===== config.mk =====
export PLATFORM = sky130hd
export DESIGN_NAME = ptw_axi_arbiter
export DESIGN_NICKNAME = d
export VERILOG_FILES = /design/src/rtl/ptw_arb_pkg.sv /design/src/rtl/ptw_req_slot.sv /design/src/rtl/ptw_axi_arbiter.sv
export SDC_FILE = /design/constraint.sdc
export NUM_CORES = 1
export LEC_CHECK = 0
export ABC_AREA = 1
export ABC_CLOCK_PERIOD_IN_PS = 6100
export BUFFER_PORTS_ARGS = -buffer_cell sky130_fd_sc_hd__buf_2
export CORE_MARGIN = 10
export CORE_UTILIZATION = 45
export CTS_CLUSTER_SIZE = 25
export DETAILED_ROUTE_END_ITERATION = 7
export PLACE_DENSITY = 0.82
export SLEW_MARGIN = 10
export SYNTH_ARGS = -nofsm -noshare
export SYNTH_HDL_FRONTEND = slang
export SYNTH_SLANG_ARGS = --single-unit

===== constraint.sdc =====
create_clock -name CLK -period 6.1 [get_ports CLK]
set_clock_uncertainty 0.15 [all_clocks]
set_input_delay 0.305 -clock CLK [delete_from_list [all_inputs] [get_ports CLK]]
set_output_delay 0.305 -clock CLK [all_outputs]
set_load 0.05 [all_outputs]

===== src/rtl/ptw_arb_pkg.sv =====
// Shared types for the page-table-walker AXI read-port arbiter.
package ptw_arb_pkg;

  typedef enum logic [1:0] {
    IDLE  = 2'd0,
    ISSUE = 2'd1,
    WAIT  = 2'd2,
    DRAIN = 2'd3
  } state_t;

  typedef enum logic {
    REQ_ITLB = 1'b0,
    REQ_DTLB = 1'b1
  } req_id_t;

  localparam int TIMEOUT_CYCLES_DEF = 1024;

endpackage


===== src/rtl/ptw_req_slot.sv =====
// One pending PTE fetch per walker: pending flag plus latched address.
module ptw_req_slot #(
  parameter int ADDR_WIDTH = 64
) (
  input  logic                  CLK,
  input  logic                  RSTN,
  input  logic                  set,
  input  logic                  clear,
  input  logic                  flush,
  input  logic [ADDR_WIDTH-1:0] set_addr,
  output logic                  pending,
  output logic [ADDR_WIDTH-1:0] addr
);

  logic load;

  // A set while already pending is ignored unless the same edge retires the old entry.
  assign load = !flush && set && (!pending || clear);

  always_ff @(posedge CLK or negedge RSTN) begin
    if (!RSTN) begin
      pending <= 1'b0;
    end else if (flush) begin
      pending <= 1'b0;
    end else if (load) begin
      pending <= 1'b1;
    end else if (clear) begin
      pending <= 1'b0;
    end
  end

  always_ff @(posedge CLK) begin
    if (load) begin
      addr <= set_addr;
    end
  end

endmodule


===== src/rtl/ptw_axi_arbiter.sv =====
// Round-robin arbiter sharing one AXI read port between the ITLB and DTLB walkers.
// Optional PTW_TIMEOUT_EN adds a WAIT watchdog that faults the owner and drains the late beat.
module ptw_axi_arbiter
  import ptw_arb_pkg::*;
#(
  parameter int ADDR_WIDTH = 64,
  parameter int DATA_WIDTH = 64
`ifdef PTW_TIMEOUT_EN
  , parameter int TIMEOUT_CYCLES = TIMEOUT_CYCLES_DEF
`endif
) (
  input  logic                  CLK,
  input  logic                  RSTN,
  input  logic                  ITLB_REQ_VALID,
  input  logic [ADDR_WIDTH-1:0] ITLB_REQ_ADDR,
  output logic                  ITLB_RESP_VALID,
  output logic [DATA_WIDTH-1:0] ITLB_RESP_DATA,
  output logic                  ITLB_FAULT,
  input  logic                  DTLB_REQ_VALID,
  input  logic [ADDR_WIDTH-1:0] DTLB_REQ_ADDR,
  output logic                  DTLB_RESP_VALID,
  output logic [DATA_WIDTH-1:0] DTLB_RESP_DATA,
  output logic                  DTLB_FAULT,
  output logic                  AXIM_ADDR_VALID,
  output logic [ADDR_WIDTH-1:0] AXIM_ADDR,
  input  logic                  AXIM_ADDR_READY,
  input  logic                  AXIM_DATA_VALID,
  input  logic [DATA_WIDTH-1:0] AXIM_DATA,
  input  logic                  TLB_FLUSH,
  output logic                  PTW_BUSY
);

  state_t                state, state_nx;
  req_id_t               owner, last_grant, grant;
  logic                  drop;
  logic                  start, done, expire;
  logic                  pend_i, pend_d, clr_i, clr_d;
  logic [ADDR_WIDTH-1:0] addr_i, addr_d;

`ifdef PTW_TIMEOUT_EN
  localparam int CNT_W = $clog2(TIMEOUT_CYCLES + 1);
  logic [CNT_W-1:0] cnt;
`endif

  assign clr_i    = (done || expire) && (owner == REQ_ITLB);
  assign clr_d    = (done || expire) && (owner == REQ_DTLB);
  assign PTW_BUSY = (state != IDLE) || pend_i || pend_d;

  ptw_req_slot #(.ADDR_WIDTH(ADDR_WIDTH)) u_slot_itlb (
    .CLK      (CLK),
    .RSTN     (RSTN),
    .set      (ITLB_REQ_VALID),
    .clear    (clr_i),
    .flush    (TLB_FLUSH),
    .set_addr (ITLB_REQ_ADDR),
    .pending  (pend_i),
    .addr     (addr_i)
  );

  ptw_req_slot #(.ADDR_WIDTH(ADDR_WIDTH)) u_slot_dtlb (
    .CLK      (CLK),
    .RSTN     (RSTN),
    .set      (DTLB_REQ_VALID),
    .clear    (clr_d),
    .flush    (TLB_FLUSH),
    .set_addr (DTLB_REQ_ADDR),
    .pending  (pend_d),
    .addr     (addr_d)
  );

  always_comb begin
    state_nx = state;
    start    = 1'b0;
    done     = 1'b0;
    expire   = 1'b0;
    grant    = (pend_d && (!pend_i || last_grant == REQ_ITLB)) ? REQ_DTLB : REQ_ITLB;
    case (state)
      IDLE: begin
        if (!TLB_FLUSH && (pend_i || pend_d)) begin
          start    = 1'b1;
          state_nx = ISSUE;
        end
      end
      ISSUE: begin
        if (AXIM_ADDR_READY) begin
          state_nx = WAIT;
        end
      end
      WAIT: begin
        if (AXIM_DATA_VALID) begin
          done     = 1'b1;
          state_nx = IDLE;
        end
`ifdef PTW_TIMEOUT_EN
        else if (cnt == CNT_W'(TIMEOUT_CYCLES - 1)) begin
          expire   = 1'b1;
          state_nx = DRAIN;
        end
`endif
      end
      DRAIN: begin
`ifdef PTW_TIMEOUT_EN
        if (AXIM_DATA_VALID) begin
          state_nx = IDLE;
        end
`else
        state_nx = IDLE;
`endif
      end
      default: state_nx = IDLE;
    endcase
  end

  always_ff @(posedge CLK or negedge RSTN) begin
    if (!RSTN) begin
      state <= IDLE;
    end else begin
      state <= state_nx;
    end
  end

  // Registered AXI address phase and walker response stage
  always_ff @(posedge CLK or negedge RSTN) begin
    if (!RSTN) begin
      owner           <= REQ_ITLB;
      last_grant      <= REQ_ITLB;
      drop            <= 1'b0;
      AXIM_ADDR_VALID <= 1'b0;
      AXIM_ADDR       <= '0;
      ITLB_RESP_VALID <= 1'b0;
      DTLB_RESP_VALID <= 1'b0;
      ITLB_RESP_DATA  <= '0;
      DTLB_RESP_DATA  <= '0;
    end else begin
      ITLB_RESP_VALID <= 1'b0;
      DTLB_RESP_VALID <= 1'b0;
      if (start) begin
        owner           <= grant;
        AXIM_ADDR_VALID <= 1'b1;
        AXIM_ADDR       <= (grant == REQ_DTLB) ? addr_d : addr_i;
      end else if (state == ISSUE && AXIM_ADDR_READY) begin
        AXIM_ADDR_VALID <= 1'b0;
      end
      if (done) begin
        last_grant <= owner;
      end
      // A flushed walk still has to absorb its beat, but nobody hears about it.
      if (done && !drop && !TLB_FLUSH) begin
        if (owner == REQ_ITLB) begin
          ITLB_RESP_VALID <= 1'b1;
          ITLB_RESP_DATA  <= AXIM_DATA;
        end else begin
          DTLB_RESP_VALID <= 1'b1;
          DTLB_RESP_DATA  <= AXIM_DATA;
        end
      end
      if (state_nx == IDLE) begin
        drop <= 1'b0;
      end else if (TLB_FLUSH && state != IDLE) begin
        drop <= 1'b1;
      end
    end
  end

`ifdef PTW_TIMEOUT_EN
  always_ff @(posedge CLK or negedge RSTN) begin
    if (!RSTN) begin
      cnt        <= '0;
      ITLB_FAULT <= 1'b0;
      DTLB_FAULT <= 1'b0;
    end else begin
      cnt        <= (state == WAIT) ? cnt + 1'b1 : '0;
      ITLB_FAULT <= expire && !drop && !TLB_FLUSH && (owner == REQ_ITLB);
      DTLB_FAULT <= expire && !drop && !TLB_FLUSH && (owner == REQ_DTLB);
    end
  end
`else
  assign ITLB_FAULT = 1'b0;
  assign DTLB_FAULT = 1'b0;
`endif

endmodule


-- After elaboration in Yosys (flattened, before gate mapping)
Cells that the tools add are included.
W data, S select, Z words.
- register bits after elaboration: 330
- input bits: 199
- output and inout port bits: 198
- word-level logic and storage cells: 74
- eq/ne operators: 3
- muxes and demuxes: 24
- bitwise operators: 2
- reduce and logical (&&, ||, !) cells: 31
- operators with widths (kind ; number):
    $mux W64 ; 1
    $mux W1 ; 19
    $logic_and A1 B1 Y1 ; 12
    $pmux W2 S4 ; 1
    $logic_or A1 B1 Y1 ; 6
    $mux W2 ; 3
    $reduce_bool A2 Y1 ; 3
    $reduce_bool A3 Y1 ; 2
    $eq A2 B2 Y1 const B ; 2
    $logic_not A1 Y1 ; 4
    $logic_not A2 Y1 ; 2
    $reduce_and A2 Y1 ; 2
    $eq A2 B1 Y1 const B ; 1
    $not A1 Y1 ; 2

-- Longest topological paths before layout
- depth after elaboration: 7
- depth in mapped cells: 8
- gate-level depth less buffers: 6

-- By module
From an unflattened synthesis, not the netlist that was laid out.
- cell total of the unflattened synthesis: 1229
- area total of the unflattened synthesis: 12731.0 um^2
- modules (own cells, without submodules) (module ; times used ; cells each ; area an instance (um^2) ; seq. area each (um^2)):
    ptw_axi_arbiter ; 1 ; 1083 ; 8769.7 ; 5004.8
    ptw_req_slot ; 2 ; 73 ; 1980.6 ; 1946.9

-- Least setup slack after synthesis
Ideal clock, no wire load.
- path kind: register to register
- start: register u_slot_dtlb.pending
- end: register u_slot_dtlb.addr[0] (enable)
- setup time: 0.507 ns
- arrival: 3.886 ns
- data required time: 5.443 ns
- setup slack: 1.557 ns
- stages on the path, launching flop included: 4
- buffers on the path: 2
- period minus slack after synthesis: 4.543 ns
- cells stage by stage: dfrtp_1 -> buf_2 -> buf_2 -> a21oi_1
- longest elaborated chain between the ends: 3
- RTL lines (item ; line ; text):
    start: declaration ; ptw_req_slot.sv:11 ; output logic pending,
    start signal: assignment ; ptw_req_slot.sv:22 ; pending <= 1'b0;
    start signal: assignment ; ptw_req_slot.sv:24 ; pending <= 1'b0;
    start signal: assignment ; ptw_req_slot.sv:26 ; pending <= 1'b1;
    $logic_not A1 Y1 ; ptw_req_slot.sv:18 ; assign load = !flush && set && (!pending || clear);
    $logic_or A1 B1 Y1 ; ptw_req_slot.sv:18 ;
    $logic_and A1 B1 Y1 ; ptw_req_slot.sv:18 ;
    net u_slot_dtlb.load ; ptw_req_slot.sv:15 ; logic load;
    end signal: assignment ; ptw_req_slot.sv:34 ; addr <= set_addr;
    end: declaration ; ptw_req_slot.sv:12 ; output logic [ADDR_WIDTH-1:0] addr
The timed path passes the listed nets, and every way through them passes these cells.
A chain may end at the register's enable or synchronous reset.

-- Worst setup path in the final report
- start: register drop
- end: register ITLB_RESP_DATA[23]
- longest elaborated chain between the ends: 4
- RTL lines (item ; line ; text):
    start: declaration ; ptw_axi_arbiter.sv:35 ; logic drop;
    start signal: assignment ; ptw_axi_arbiter.sv:127 ; drop <= 1'b0;
    start signal: assignment ; ptw_axi_arbiter.sv:158 ; drop <= 1'b0;
    start signal: assignment ; ptw_axi_arbiter.sv:160 ; drop <= 1'b1;
    $logic_not A1 Y1 ; ptw_axi_arbiter.sv:148 ; if (done && !drop && !TLB_FLUSH) begin
    $logic_and A1 B1 Y1 (2 in a row) ; ptw_axi_arbiter.sv:148 ;
    $reduce_and A2 Y1 (no line) ; n/a ;
    end signal: assignment ; ptw_axi_arbiter.sv:132 ; ITLB_RESP_DATA <= '0;
    end signal: assignment ; ptw_axi_arbiter.sv:151 ; ITLB_RESP_DATA <= AXIM_DATA;
    end: declaration ; ptw_axi_arbiter.sv:17 ; output logic [DATA_WIDTH-1:0] ITLB_RESP_DATA,
No other way between the ends.

==> impl_metrics.py <==
metrics = {
    "detailed_routing": {
        "routed_wl_um": 45000,
        "drt-initial-drc-count": 1249,
        "antenna_left": 0,
        "vias_per_cell": 5.36,
        "drc_errors": 0,
        "route.detailed.wl_per_inst_um": 20.5,
        "vias": 11764,
        "dr.pass1.iters": 5,
    },
    "place": {
        "port_buffers": 394,
        "place_area_um2": 14800,
        "dpl.cell_count": 1930,
        "place.gp.congestion": 0.870,
        "place_hpwl_um": 25400,
    },
    "floorplan": {
        "num_rows": 61,
        "core_um2": 27900,
        "start_util_pct": 45.7,
        "pin_count": 397,
        "die_area_um2": 35400,
        "die_y_um": 188,
        "die_x_um": 188,
    },
    "synthesis": {
        "yosysTopAreaCell": "dfrtp_1",
        "ys_top_cells_by_count": "593 x nand2_1, 202 x dfrtp_1, 196 x nand3_1",
        "synth_edf_count": 128,
        "seq_area_frac_synth_pct": 69.9,
        "ys_types": 19,
        "syn_area_um2": 12700,
        "synth_area_leaders": "dfrtp_1 40%, edfxtp_1 30%, nand2_1 17%, nand3_1 7.7%, buf_2 1.5%",
        "synth-warning-count": 0,
        "ys.flop_type": "dfrtp_1",
        "synth_top_area_share_pct": 39.7,
        "synthCells": 1222,
        "synthArstFlopShare_pct": 61.2,
        "syn_area_per_cell_um2": 10.4,
        "yosysMostFrequentCell": "nand2_1",
        "synth-seq-cells": 330,
    },
    "sta": {
        "max_freq_ghz": 0.364,
        "fin_tns_setup_ps": 0,
        "tightest_slew_ps": 1000,
        "setup_viol": 0,
        "max_slew_margin_pct": 33.1,
        "hold_ws_ps": 74.5,
        "drv_slew": 0,
        "period_share_pct": 45.1,
        "final_hold_viol_count": 0,
        "rsz0062_at_grt": "no",
        "min_period_ps": 2750,
    },
    "pwr": {
        "finalPower_mw": 9.69,
        "p_per_area_nw_per_um2": 537,
        "power_leakage_nw": 9.29,
        "ir_drop_v": 0.000513,
    },
    "final_layout": {
        "drive_above_1_share_pct": 26.6,
        "syn_to_final_growth_pct": 41.6,
        "fill_cells": 1842,
        "nets": 1986,
        "post-route-cell-area_um2": 18000,
        "fin_cells": 2195,
    },
    "clock_tree": {
        "cts_htree_levels": 2,
        "cts_root_buf": "clkbuf_16",
        "cts_tree": "yes",
        "clock_latency_ps": 510,
        "cts.path.max_buffers": 3,
        "cts_buffers": 35,
        "cts_sinks": 330,
        "cts_resized": 0,
        "cts.clk_slew.worst_paths_ps": 60,
    },
    "status": {
        "status": "complete, no violations",
    },
    "critical_path": {
        "path_class": "flop to flop",
        "critPathArrivalTime_ps": 2980,
        "worstReg2RegStart": "drop",
        "startpoint_type": "flop",
        "endpoint": "ITLB_RESP_DATA[23]",
        "reg2reg_to": "ITLB_RESP_DATA[23]",
        "r2r_slack_ps": 3350,
        "worstRegToRegCells": 6,
        "end_kind": "flop",
        "startpoint": "drop",
        "critPathRequiredTime_ps": 6330,
        "path_max_fanout": 103,
    },
    "global_route": {
        "grt_pass1_wl_um": 70300,
        "antenna_found_initial": 4,
        "grt_max_degree": 113,
        "grt.overflow.total": 0,
        "track_usage_pct": 24.7,
        "grt_pass1_vias": 12157,
    },
    "min_path": {
        "hold_path.startpoint": "TLB_FLUSH",
        "hold_class": "primary input to flop",
    },
    "run": {
        "max_cap_viol_count": 0,
    },
}
[critical path, stage by stage (launching register included)]
cell and delay, ps:
dfrtp_1 410, nor2_4 450, buf_4 850, nand2_2 70
buf_4 380, nand2_1 190, nand2_1 70
[registers in the layout (all words and copies together), names as in the netlist]
register,count
drop,1
DTLB_RESP_VALID,1
ITLB_RESP_VALID,1
state,2
last_grant,1
ITLB_RESP_DATA,64
owner,1
DTLB_RESP_DATA,64
u_slot_itlb.pending,1
AXIM_ADDR,64
AXIM_ADDR_VALID,1
u_slot_itlb.addr,64
u_slot_dtlb.addr,64
u_slot_dtlb.pending,1
[logic make-up (layout without fill, tap and decap cells)]
family	Yosys count	count (layout)	share of synthesized area (%)
compound gates	3	3	0.118
buf+inv	87	677	4.21
flops	330	330	69.9
other cells	1	6	0.0295
simple gates	801	801	25.7
[area by class of cell]
class	instances	area, um2	area share, %
antenna	4	10.0	0.0555
clock buffer	47	1010	5.61
clock inverter	16	188	1.04
inverter	9	33.8	0.187
multi-input combinational	806	3340	18.5
sequential	330	8900	49.4
tap	378	473	2.62
timing repair buffer	605	4070	22.6
[cell usage in the layout, fill, tap and decap left out, drive strengths merged, types with 2 or more instances in the layout]
master       instances
buf                406
bufinv               3
clkbuf              48
clkinv               7
clkinvlp             4
conb                 2
dfrtp              202
diode                4
dlygate4sd3        198
edfxtp             128
inv                 11
nand2              593
nand3              197
nor2                 9
o21ai                2
[through the flow]
stage	setup WS (ps)	util, %
3_3_place_gp	3450	53.3
6_report	3350	64.7
5_1_grt	3160	64.7
3_5_place_dp	3370	53.3
4_1_cts	3420	64.7
2_1_floorplan	1560	-
[how the worst min path moves through the flow]
stage                               end  slack [ps]  cells after the start
floorplan                  AXIM_ADDR[0]        -140                      0
global placement          AXIM_ADDR[35]         260                      1
detailed placement        AXIM_ADDR[35]         260                      1
CTS                 u_slot_itlb.pending          50                      4
global route         DTLB_RESP_DATA[11]         100                      4
finish              u_slot_itlb.pending          70                      4
[power by group]
part	switching, mW	internal, mW
sequential	0.424	2.96
clock	0.891	1.30
combinational	3.27	0.841
total	4.58	5.11
[metal layers]
layer	share of wire, %	up-vias	wire [um]	GRT usage, %
li1	-	5093	-	-
met1	36	5545	16200	29.8
met2	47	967	21200	40.8
met3	13	157	5680	7.77
met4	4.2	2	1890	9.48
met5	0.016	-	7	0
[what timing repair did]
action                    CTS  global route
hold buffers              198             0
hold endpoints to repair  351             0
buffers inserted            0             0
Power figures use the tool's default switching activity.
